### config.mk
export PLATFORM = sky130hd
export DESIGN_NAME = ball_motion_engine
export DESIGN_NICKNAME = d
export VERILOG_FILES = /design/src/rtl/ball_motion_engine.sv
export SDC_FILE = /design/constraint.sdc
export NUM_CORES = 1
export LEC_CHECK = 0
export ABC_AREA = 1
export BUFFER_PORTS_ARGS = -buffer_cell sky130_fd_sc_hd__buf_2
export CAP_MARGIN = 20
export CORE_MARGIN = 4
export CORE_UTILIZATION = 53
export DETAILED_ROUTE_END_ITERATION = 10
export PLACE_DENSITY = 0.8
export SLEW_MARGIN = 20
export SYNTH_ARGS = -nofsm -noshare
export SYNTH_HDL_FRONTEND = slang
export SYNTH_SLANG_ARGS = --single-unit
export TNS_END_PERCENT = 10
### constraint.sdc
create_clock -name clk -period 3.7 [get_ports clk]
set_clock_uncertainty 0.1 [all_clocks]
set_input_delay 0.185 -clock clk [delete_from_list [all_inputs] [get_ports clk]]
set_output_delay 0.185 -clock clk [all_outputs]
set_load 0.01 [all_outputs]
### src/rtl/ball_motion_engine.sv
// Frame-rate pong ball physics: wall/paddle reflection, miss detection,
// scoring and serve/hold/game-over sequencing.
module ball_motion_engine #(
  parameter logic [15:0] SPEED_X       = 16'd4,
  parameter logic [15:0] SPEED_Y       = 16'd2,
  parameter logic [15:0] PADDLE_HEIGHT = 16'd100,
  parameter logic [7:0]  HOLD_TICKS    = 8'd30,
  parameter logic [3:0]  WIN_SCORE     = 4'd9
) (
  input  logic        clk,
  input  logic        rst,
  input  logic        tick,
  input  logic        serve,
  input  logic [31:0] dimensions,
  input  logic [31:0] leftPaddle,
  input  logic [31:0] rightPaddle,
  output logic [31:0] ballPosition,
  output logic [3:0]  scoreLeft,
  output logic [3:0]  scoreRight,
  output logic        pointPulse,
  output logic        inPlay,
  output logic        gameOver
);

  typedef enum logic [1:0] {IDLE, PLAY, SCORED, OVER} state_t;

  state_t      state;
  state_t      next_state;

  logic [15:0] ball_x;
  logic [15:0] ball_y;
  logic        dir_x;
  logic        dir_y;
  logic [3:0]  score_left;
  logic [3:0]  score_right;
  logic        point_pulse;
  logic [7:0]  hold_cnt;

  logic [15:0] height;
  logic [15:0] centre_x;
  logic [15:0] centre_y;
  logic [15:0] left_x;
  logic [15:0] left_y;
  logic [15:0] right_x;
  logic [15:0] right_y;
  logic        unused_bits;

  logic [15:0] x_next;
  logic [15:0] y_next;
  logic        dir_x_next;
  logic        dir_y_next;
  logic        left_hit;
  logic        right_hit;
  logic        miss_left;
  logic        miss_right;
  logic        hold_last;
  logic        someone_won;

  assign height      = dimensions[15:0];
  assign centre_x    = {1'b0, dimensions[31:17]};
  assign centre_y    = {1'b0, dimensions[15:1]};
  assign left_x      = leftPaddle[31:16];
  assign left_y      = leftPaddle[15:0];
  assign right_x     = rightPaddle[31:16];
  assign right_y     = rightPaddle[15:0];
  assign unused_bits = dimensions[16];

  // Paddle span is inclusive at both ends; compare in 17 bits so top+height cannot wrap.
  assign left_hit  = ({1'b0, left_y} <= {1'b0, ball_y}) &&
                     ({1'b0, ball_y} <= ({1'b0, left_y} + {1'b0, PADDLE_HEIGHT}));
  assign right_hit = ({1'b0, right_y} <= {1'b0, ball_y}) &&
                     ({1'b0, ball_y} <= ({1'b0, right_y} + {1'b0, PADDLE_HEIGHT}));

  assign hold_last   = (hold_cnt == (HOLD_TICKS - 8'd1));
  assign someone_won = (score_left == WIN_SCORE) || (score_right == WIN_SCORE);

  always_comb begin
    y_next     = ball_y;
    dir_y_next = dir_y;
    if (!dir_y) begin
      if (ball_y < SPEED_Y) begin
        dir_y_next = 1'b1;
      end else begin
        y_next = ball_y - SPEED_Y;
      end
    end else begin
      if (({1'b0, ball_y} + {1'b0, SPEED_Y}) > ({1'b0, height} - 17'd1)) begin
        dir_y_next = 1'b0;
      end else begin
        y_next = ball_y + SPEED_Y;
      end
    end
  end

  // On a miss dx already points at the conceding side, so it is simply left alone.
  always_comb begin
    x_next     = ball_x;
    dir_x_next = dir_x;
    miss_left  = 1'b0;
    miss_right = 1'b0;
    if (!dir_x) begin
      if ({1'b0, ball_x} <= ({1'b0, left_x} + {1'b0, SPEED_X})) begin
        if (left_hit) begin
          dir_x_next = 1'b1;
        end else begin
          miss_left = 1'b1;
        end
      end else begin
        x_next = ball_x - SPEED_X;
      end
    end else begin
      if (({1'b0, ball_x} + {1'b0, SPEED_X}) >= {1'b0, right_x}) begin
        if (right_hit) begin
          dir_x_next = 1'b0;
        end else begin
          miss_right = 1'b1;
        end
      end else begin
        x_next = ball_x + SPEED_X;
      end
    end
  end

  always_ff @(posedge clk) begin
    if (!rst) begin
      state <= IDLE;
    end else begin
      state <= next_state;
    end
  end

  always_comb begin
    next_state = state;
    case (state)
      IDLE: begin
        if (serve) begin
          next_state = PLAY;
        end
      end
      PLAY: begin
        if (tick && (miss_left || miss_right)) begin
          next_state = SCORED;
        end
      end
      SCORED: begin
        if (tick && hold_last) begin
          next_state = someone_won ? OVER : IDLE;
        end
      end
      default: next_state = state;
    endcase
  end

  always_comb begin
    inPlay   = (state == PLAY);
    gameOver = (state == OVER);
  end

  always_ff @(posedge clk) begin
    if (!rst) begin
      ball_x      <= centre_x;
      ball_y      <= centre_y;
      dir_x       <= 1'b1;
      dir_y       <= 1'b1;
      score_left  <= 4'd0;
      score_right <= 4'd0;
      point_pulse <= 1'b0;
      hold_cnt    <= 8'd0;
    end else begin
      point_pulse <= 1'b0;
      case (state)
        IDLE: begin
          ball_x <= centre_x;
          ball_y <= centre_y;
        end
        PLAY: begin
          if (tick) begin
            ball_x <= x_next;
            ball_y <= y_next;
            dir_x  <= dir_x_next;
            dir_y  <= dir_y_next;
            if (miss_left) begin
              score_right <= score_right + 4'd1;
              point_pulse <= 1'b1;
            end
            if (miss_right) begin
              score_left  <= score_left + 4'd1;
              point_pulse <= 1'b1;
            end
          end
        end
        SCORED: begin
          if (tick) begin
            if (hold_last) begin
              hold_cnt <= 8'd0;
              if (!someone_won) begin
                ball_x <= centre_x;
                ball_y <= centre_y;
              end
            end else begin
              hold_cnt <= hold_cnt + 8'd1;
            end
          end
        end
        default: begin
        end
      endcase
    end
  end

  assign ballPosition = {ball_x, ball_y};
  assign scoreLeft    = score_left;
  assign scoreRight   = score_right;
  assign pointPulse   = point_pulse;

endmodule

==> metrics, run 1 <==
Slew @ Worst Pin=between 0.6 and 0.7 ns; Leak=about 4.9 nW; Die H=129.4 um; synthesized area=between 0.007 and 0.008 mm2; Critical Path End Type=register; status=complete, no violations; Initial Util=~54%; Post-Route WL=around 21000 um; top post-synthesis cells by area=ha_1 23%, edfxtp_1 12%, nand2_1 10%, inv_1 8.1%, xor2_1 7.1%; Max Cap Viol=0; post-route insts no fill=between 1000 and 1500; CTS Buffer Depth=2; Internal=approximately 2.6 mW; vias per inst=5.317; crit path max-delay cell type=edfxtp_1; sequential area share after synthesis=between 15 and 20%; area delta synth->final=19.73%; Sw Share=between 50 and 60%; ant diodes=0; smallest setup slack after layout=0.1875 ns; H-tree depth=2; first-pass GRT wire length=33700 um; gr usage total=about a quarter; Sink Count=53; YS warnings=0; Core Util, Final=around 65%; largest net degree at the start of global routing=34; CTS clk-pin slew, worst paths=0.08 ns; CP dominant cell by count=nand2_1; Net Count, Synth=1356; CP max stage delay=around 0.36 ns; Remaining Overflow, GRT=0; Gate Count Post-Synth=1113; clk root buf=clkbuf_16; worst slack, placed=-0.2445 ns; Setup violations, final=0; met1 usage=between 30% and 40%; syn avg cell area=between 7 and 8 um2; Inserted Clock Buffers=5; Post-synth top cells=214 x nand2_1, 168 x inv_1, 142 x ha_1, 97 x nor2_1, 77 x a21oi_1; post-layout min period=3.512 ns; DRT iter0 DRCs=530; EDFF count, synth=30; post-synth top area cell=ha_1; via count=approximately 8000; Residual DRC=0; Fmax=approximately 0.28 GHz; DIE AREA=around 0.017 mm2; CP arrival=about 3.5 ns; Final HPWL DP=around 18000 um; Startpoint Class=register; Synth async-reset ratio=0%; share of layout cells above drive strength 1=around 21%; worst path cell trace=ha_1, nand2_1, nor2_2, nand2_1, nor2_2, nand3_2, nor3_2, nand2_1, xor2_1, inv_1, ha_1, nand4_1, nor3_2, nand2_1, o211ai_1, nand2_1, o21ai_2, a21oi_4, buf_4; Main synth FF type=edfxtp_1; Placer Congestion=around 0.99; Reg power frac=21.0%; vias in the first global route=7340; Critical Path RT=around 3.7 ns; Max IR drop VDD=0.0002870 V; slew margin rel.=59.19%; Final ANT Viol Nets=0; Worst Path Max Fanout=4; I/O Pins=between 100 and 150; synth unique cells=58; count leader, synth=nand2_1; Fin. Hold Viols=0; pwr/cell area=between 500 and 600 mW/mm2; core area=between 0.01 and 0.015 mm2; WL/cell=about 14 um; later-pin clock latency in the skew report=0.30 ns; Buffers on Ports=141; antenna violations before repair=1; post-synthesis register bit count=between 50 and 60; Yosys top cell area share=~23%; CTS tree=built; number of iterations in the first detailed-routing pass=5; Hold Path Class=primary input to register; Pins Over Slew Limit=0; fin crit share=about 95%; Top Usage Layer GRT=met2; placed cell count=between 1000 and 1500; Rows=44; Die Wd=about 130 um; P_sw=2.602 mW; Clk pwr share=9.7%; worst setup path class=register to register; Post-CTS Hold Fix Bufs=0; met2 Use GR=approximately two fifths; Comb pwr share=between 60% and 70%; fin nets=between 1500 and 2000; met3 GRT Util=3.256%
flip-flops by register name (all words and copies together), names as in the netlist:
| signal | count |
|---|---|
| pointPulse | 1 |
| dir_x | 1 |
| state | 2 |
| hold_cnt | 8 |
| scoreLeft | 4 |
| dir_y | 1 |
| ball_y | 16 |
| scoreRight | 4 |
| ball_x | 16 |
power by group through the flow:
stage | clock (mW) | sequential (mW) | combinational [mW]
finish | 0.503 | 1.09 | 3.59
global placement | 0 | 1.10 | 3.36
CTS | 0.508 | 1.09 | 3.50
global route | 0.534 | 1.11 | 4.08
floorplan | 0 | 1.20 | 2.16
detailed placement | 0 | 1.10 | 3.47
worst max-delay path: cells and delay by family, from the launching register on:
kind                       cells  cell delay [ns]
and+or+nand+nor               11             1.43
AOI/OAI and AO/OA              3             0.48
adders and majority gates      2             0.47
DFF                            1             0.36
buffers and inverters          2             0.26
xor gates and xnor gates       1             0.17
path summary, 6_finish.rpt:
check	slack [ns]	cells past startpoint	from	end
max	0.19	19	ball_y[1]	ball_y[14]
min	0.07	3	dimensions[30]	ball_x[13]
max reg2reg	0.19	19	ball_y[1]	ball_y[14]
min reg2reg	0.39	1	scoreLeft[3]	scoreLeft[3]
cells by family (layout without fill, tap and decap cells):
family	Yosys count	after routing	share of synthesized area [%]
compound gates	174	174	12.59
xor+xnor	82	82	9.191
fa+ha+maj	143	143	22.99
buf+inv	190	387	9.239
flops	53	53	17.42
mux	5	5	0.6405
simple gates	466	466	27.93
stage by stage:
step	hold WS [ns]	total power, mW	instance area (um2)	setup TNS (ns)
after floorplan	0.2234	3.355	7818	0
after detailed placement	0.3696	4.569	9125	-3.415
after CTS	0.06089	5.095	9286	0
final	0.06541	5.176	9355	0
after global routing	0.08099	5.723	9355	-1.588
after global placement	0.3618	4.461	9125	-0.7953
placed cells by master, fill, tap and decap left out, types with 4 or more instances in the layout:
cell type	n
nand4_1	16
nor2_1	97
inv_2	7
nand2_2	9
o221ai_1	4
o21bai_1	4
nor3_1	31
nand2_1	214
a21oi_1	76
a31oi_1	5
inv_1	168
xnor2_1	19
nor4_1	7
ha_1	142
nor2_2	8
buf_4	60
nand3_2	6
a21o_1	5
xor2_1	63
dfxtp_1	23
o211ai_1	5
nor3_2	7
edfxtp_1	30
o21ai_1	11
nand3_1	47
buf_2	141
clkbuf_16	5
mux2i_1	5
o21ai_0	46
per-layer routing:
| layer | wire length [um] | part of all wire, % | vias to the layer above |
|---|---|---|---|
| li1 | - | - | 4101 |
| met1 | 9852 | 47 | 3580 |
| met2 | 9526 | 46 | 233 |
| met3 | 1220 | 5.8 | 28 |
| met4 | 255 | 1.2 | 2 |
| met5 | 13 | 0.062 | - |
layout make-up:
type	count	area, um2
clock buffer	6	138.9
clock inverter	2	15.01
fill	1314	5124
inverter	177	665.6
multi-input combinational	870	5768
sequential	53	1361
tap	184	230.2
timing repair buffer	202	1176
what timing repair did:
action | in CTS | in global routing
pin swaps | 0 | 1
resized for setup | 1 | 6
cloned | 0 | 0
setup buffers | 0 | 4
setup endpoints to repair | 14 | 31
Power figures use the tool's default switching activity.
==> run 2, diff against run 1 <==
--- a/config.mk
+++ b/config.mk
@@ -11,8 +11,9 @@
 export CORE_MARGIN = 4
 export CORE_UTILIZATION = 53
 export DETAILED_ROUTE_END_ITERATION = 10
+export MAX_ROUTING_LAYER = met4
 export PLACE_DENSITY = 0.8
-export SLEW_MARGIN = 20
+export SLEW_MARGIN = 30
 export SYNTH_ARGS = -nofsm -noshare
 export SYNTH_HDL_FRONTEND = slang
 export SYNTH_SLANG_ARGS = --single-unit
==> run 2 against run 1 <==
Effect of this change:
- first-iteration DRC count increased by 4.3%
- maximum frequency increased by 2.0%
- non-clock buffer count decreased by 2
- final cell count decreased by 0.13%
- hold slack improved by 0.0011 ns
==> metrics, run 2 (synthesis results as in run 1) <==
Internal=~2.5 mW; Critical Path RT=3.66 ns; max layer used=met4; post-layout min period=roughly 3.4 ns; P_sw=2.626 mW; CTS Buffer Depth=2; Comb pwr share=69.7%; worst slack, placed=-0.1783 ns; Pins Over Slew Limit=0; slew margin rel.=56.10%; Sw Share=50.75%; Slew @ Worst Pin=about 0.66 ns; Residual DRC=0; crit path max-delay cell type=edfxtp_1; Fmax=~0.29 GHz; worst path cell trace=ha_2, nand2_1, nor2_2, nand2_2, nor2_2, nand3_2, nor3_4, nand2_1, xor2_1, inv_1, ha_1, nand4_1, nor3_2, nand2_1, o211ai_1, nand2_1, o21ai_2, a21oi_4, buf_12; post-route insts no fill=1492; Remaining Overflow, GRT=0; fin nets=between 1500 and 2000; Die H=between 100 and 150 um; WL/cell=14.09 um; Setup violations, final=0; DR WL met2=between 9000 and 10000 um; Critical Path End Type=register; smallest setup slack after layout=0.2567 ns; ant diodes=0; Largest delay share family, worst path=simple AND/OR/NAND/NOR gates; share of layout cells above drive strength 1=20.64%; top flop regs=ball_x (16), ball_y (16), hold_cnt (8); antenna violations before repair=0; Reg power frac=about a fifth; met3 WL=roughly 1300 um; Core Util, Final=between 60% and 70%; via count=7893; clk root buf=clkbuf_16; Layout fillers=about 1300; Post-Route WL=between 20000 and 25000 um; fin crit share=just over 90%; Initial Util=between 50% and 60%; Max IR drop VDD=0.0002571 V; later-pin clock latency in the skew report=around 0.30 ns; largest net degree at the start of global routing=34; DIE AREA=between 0.015 and 0.02 mm2; CP dominant cell by count=nand2_1; Fin. Hold Viols=0; Final HPWL DP=around 18000 um; number of iterations in the first detailed-routing pass=7; CP arrival=between 3 and 4 ns; Hold Path Class=primary input to register; placed cell count=around 1500; DRT iter0 DRCs=about 550; area delta synth->final=19.54%; length of routed wiring on met1=between 9000 and 10000 um; Final ANT Viol Nets=0; pwr/cell area=around 550 mW/mm2; WP buf/inv=2; Die Wd=between 100 and 150 um; setup TNS=0 ns; Buffers on Ports=roughly 140; H-tree depth=2; Max Cap Viol=0; CTS clk-pin slew, worst paths=roughly 0.080 ns; worst setup path class=register to register; Startpoint Class=register; first-pass GRT wire length=34180 um; CP max stage delay=between 0.3 and 0.4 ns; Leak=around 4.9 nW; I/O Pins=~140; CTS tree=built; status=complete, no violations; Rows=44; Inserted Clock Buffers=5; commonest non-fill, non-tap cell in the layout=nand2_1; Placer Congestion=0.9923; Worst Path Max Fanout=14; commonest non-fill, non-tap cells in the layout=213 x nand2_1, 168 x inv_1, 141 x ha_1, 141 x buf_2, 97 x nor2_1; core area=0.01448 mm2; vias per inst=between 5 and 6; gr usage total=around a quarter; Sink Count=53; vias in the first global route=7309; Clk pwr share=about a tenth
[run 2: worst min-delay path: stages]
cell	delay [ns]
buf_2	0.08
mux2i_1	0.05
inv_1	0.04
[run 2: path summary, 6_finish.rpt]
kind                       start           to  slack (ns)  cells past startpoint
setup / recovery       ball_y[1]    ball_y[5]        0.26                     19
hold / removal    dimensions[27]   ball_x[10]        0.07                      3
setup reg to reg       ball_y[1]    ball_y[5]        0.26                     19
hold reg to reg      hold_cnt[7]  hold_cnt[7]        0.38                      2
[run 2: area by class of cell]
cell class	instances	area, um2	share of cell area (%)
multi-input cells	870	5779	61.88
flip-flops and latches	53	1361	14.57
repair buffers	200	1161	12.43
inverters	177	665.6	7.127
well taps	184	230.2	2.465
clock buffers	6	128.9	1.380
clock inverters	2	13.76	0.1474
[run 2: timing repair]
action	CTS	global route
setup endpoints to repair	14	32
resized for setup	1	9
hold buffers	0	0
buffers inserted	0	6
pin swaps	0	2
[run 2: layer usage]
metal  vias up  track usage [%]
li1       4111                -
met1      3505            35.92
met2       262            41.16
met3        15            2.061
met4         0            3.667
met5         -                -
[run 2: per-stage QoR]
stage | instance area (um2) | hold WS [ns] | total power [mW]
floorplan | 7818 | 0.2234 | 3.355
global placement | 9095 | 0.3620 | 4.448
detailed placement | 9095 | 0.3715 | 4.560
CTS | 9245 | 0.06622 | 5.071
global route | 9340 | 0.07973 | 5.709
finish | 9340 | 0.06655 | 5.175
[run 2: power by group through the flow]
stage          sequential, mW  combinational, mW  clock (mW)
3_5_place_dp             1.10               3.46           0
6_report                 1.08               3.61       0.484
3_3_place_gp             1.10               3.35           0
2_1_floorplan            1.20               2.16           0
4_1_cts                  1.09               3.49       0.490
5_1_grt                  1.11               4.09       0.511
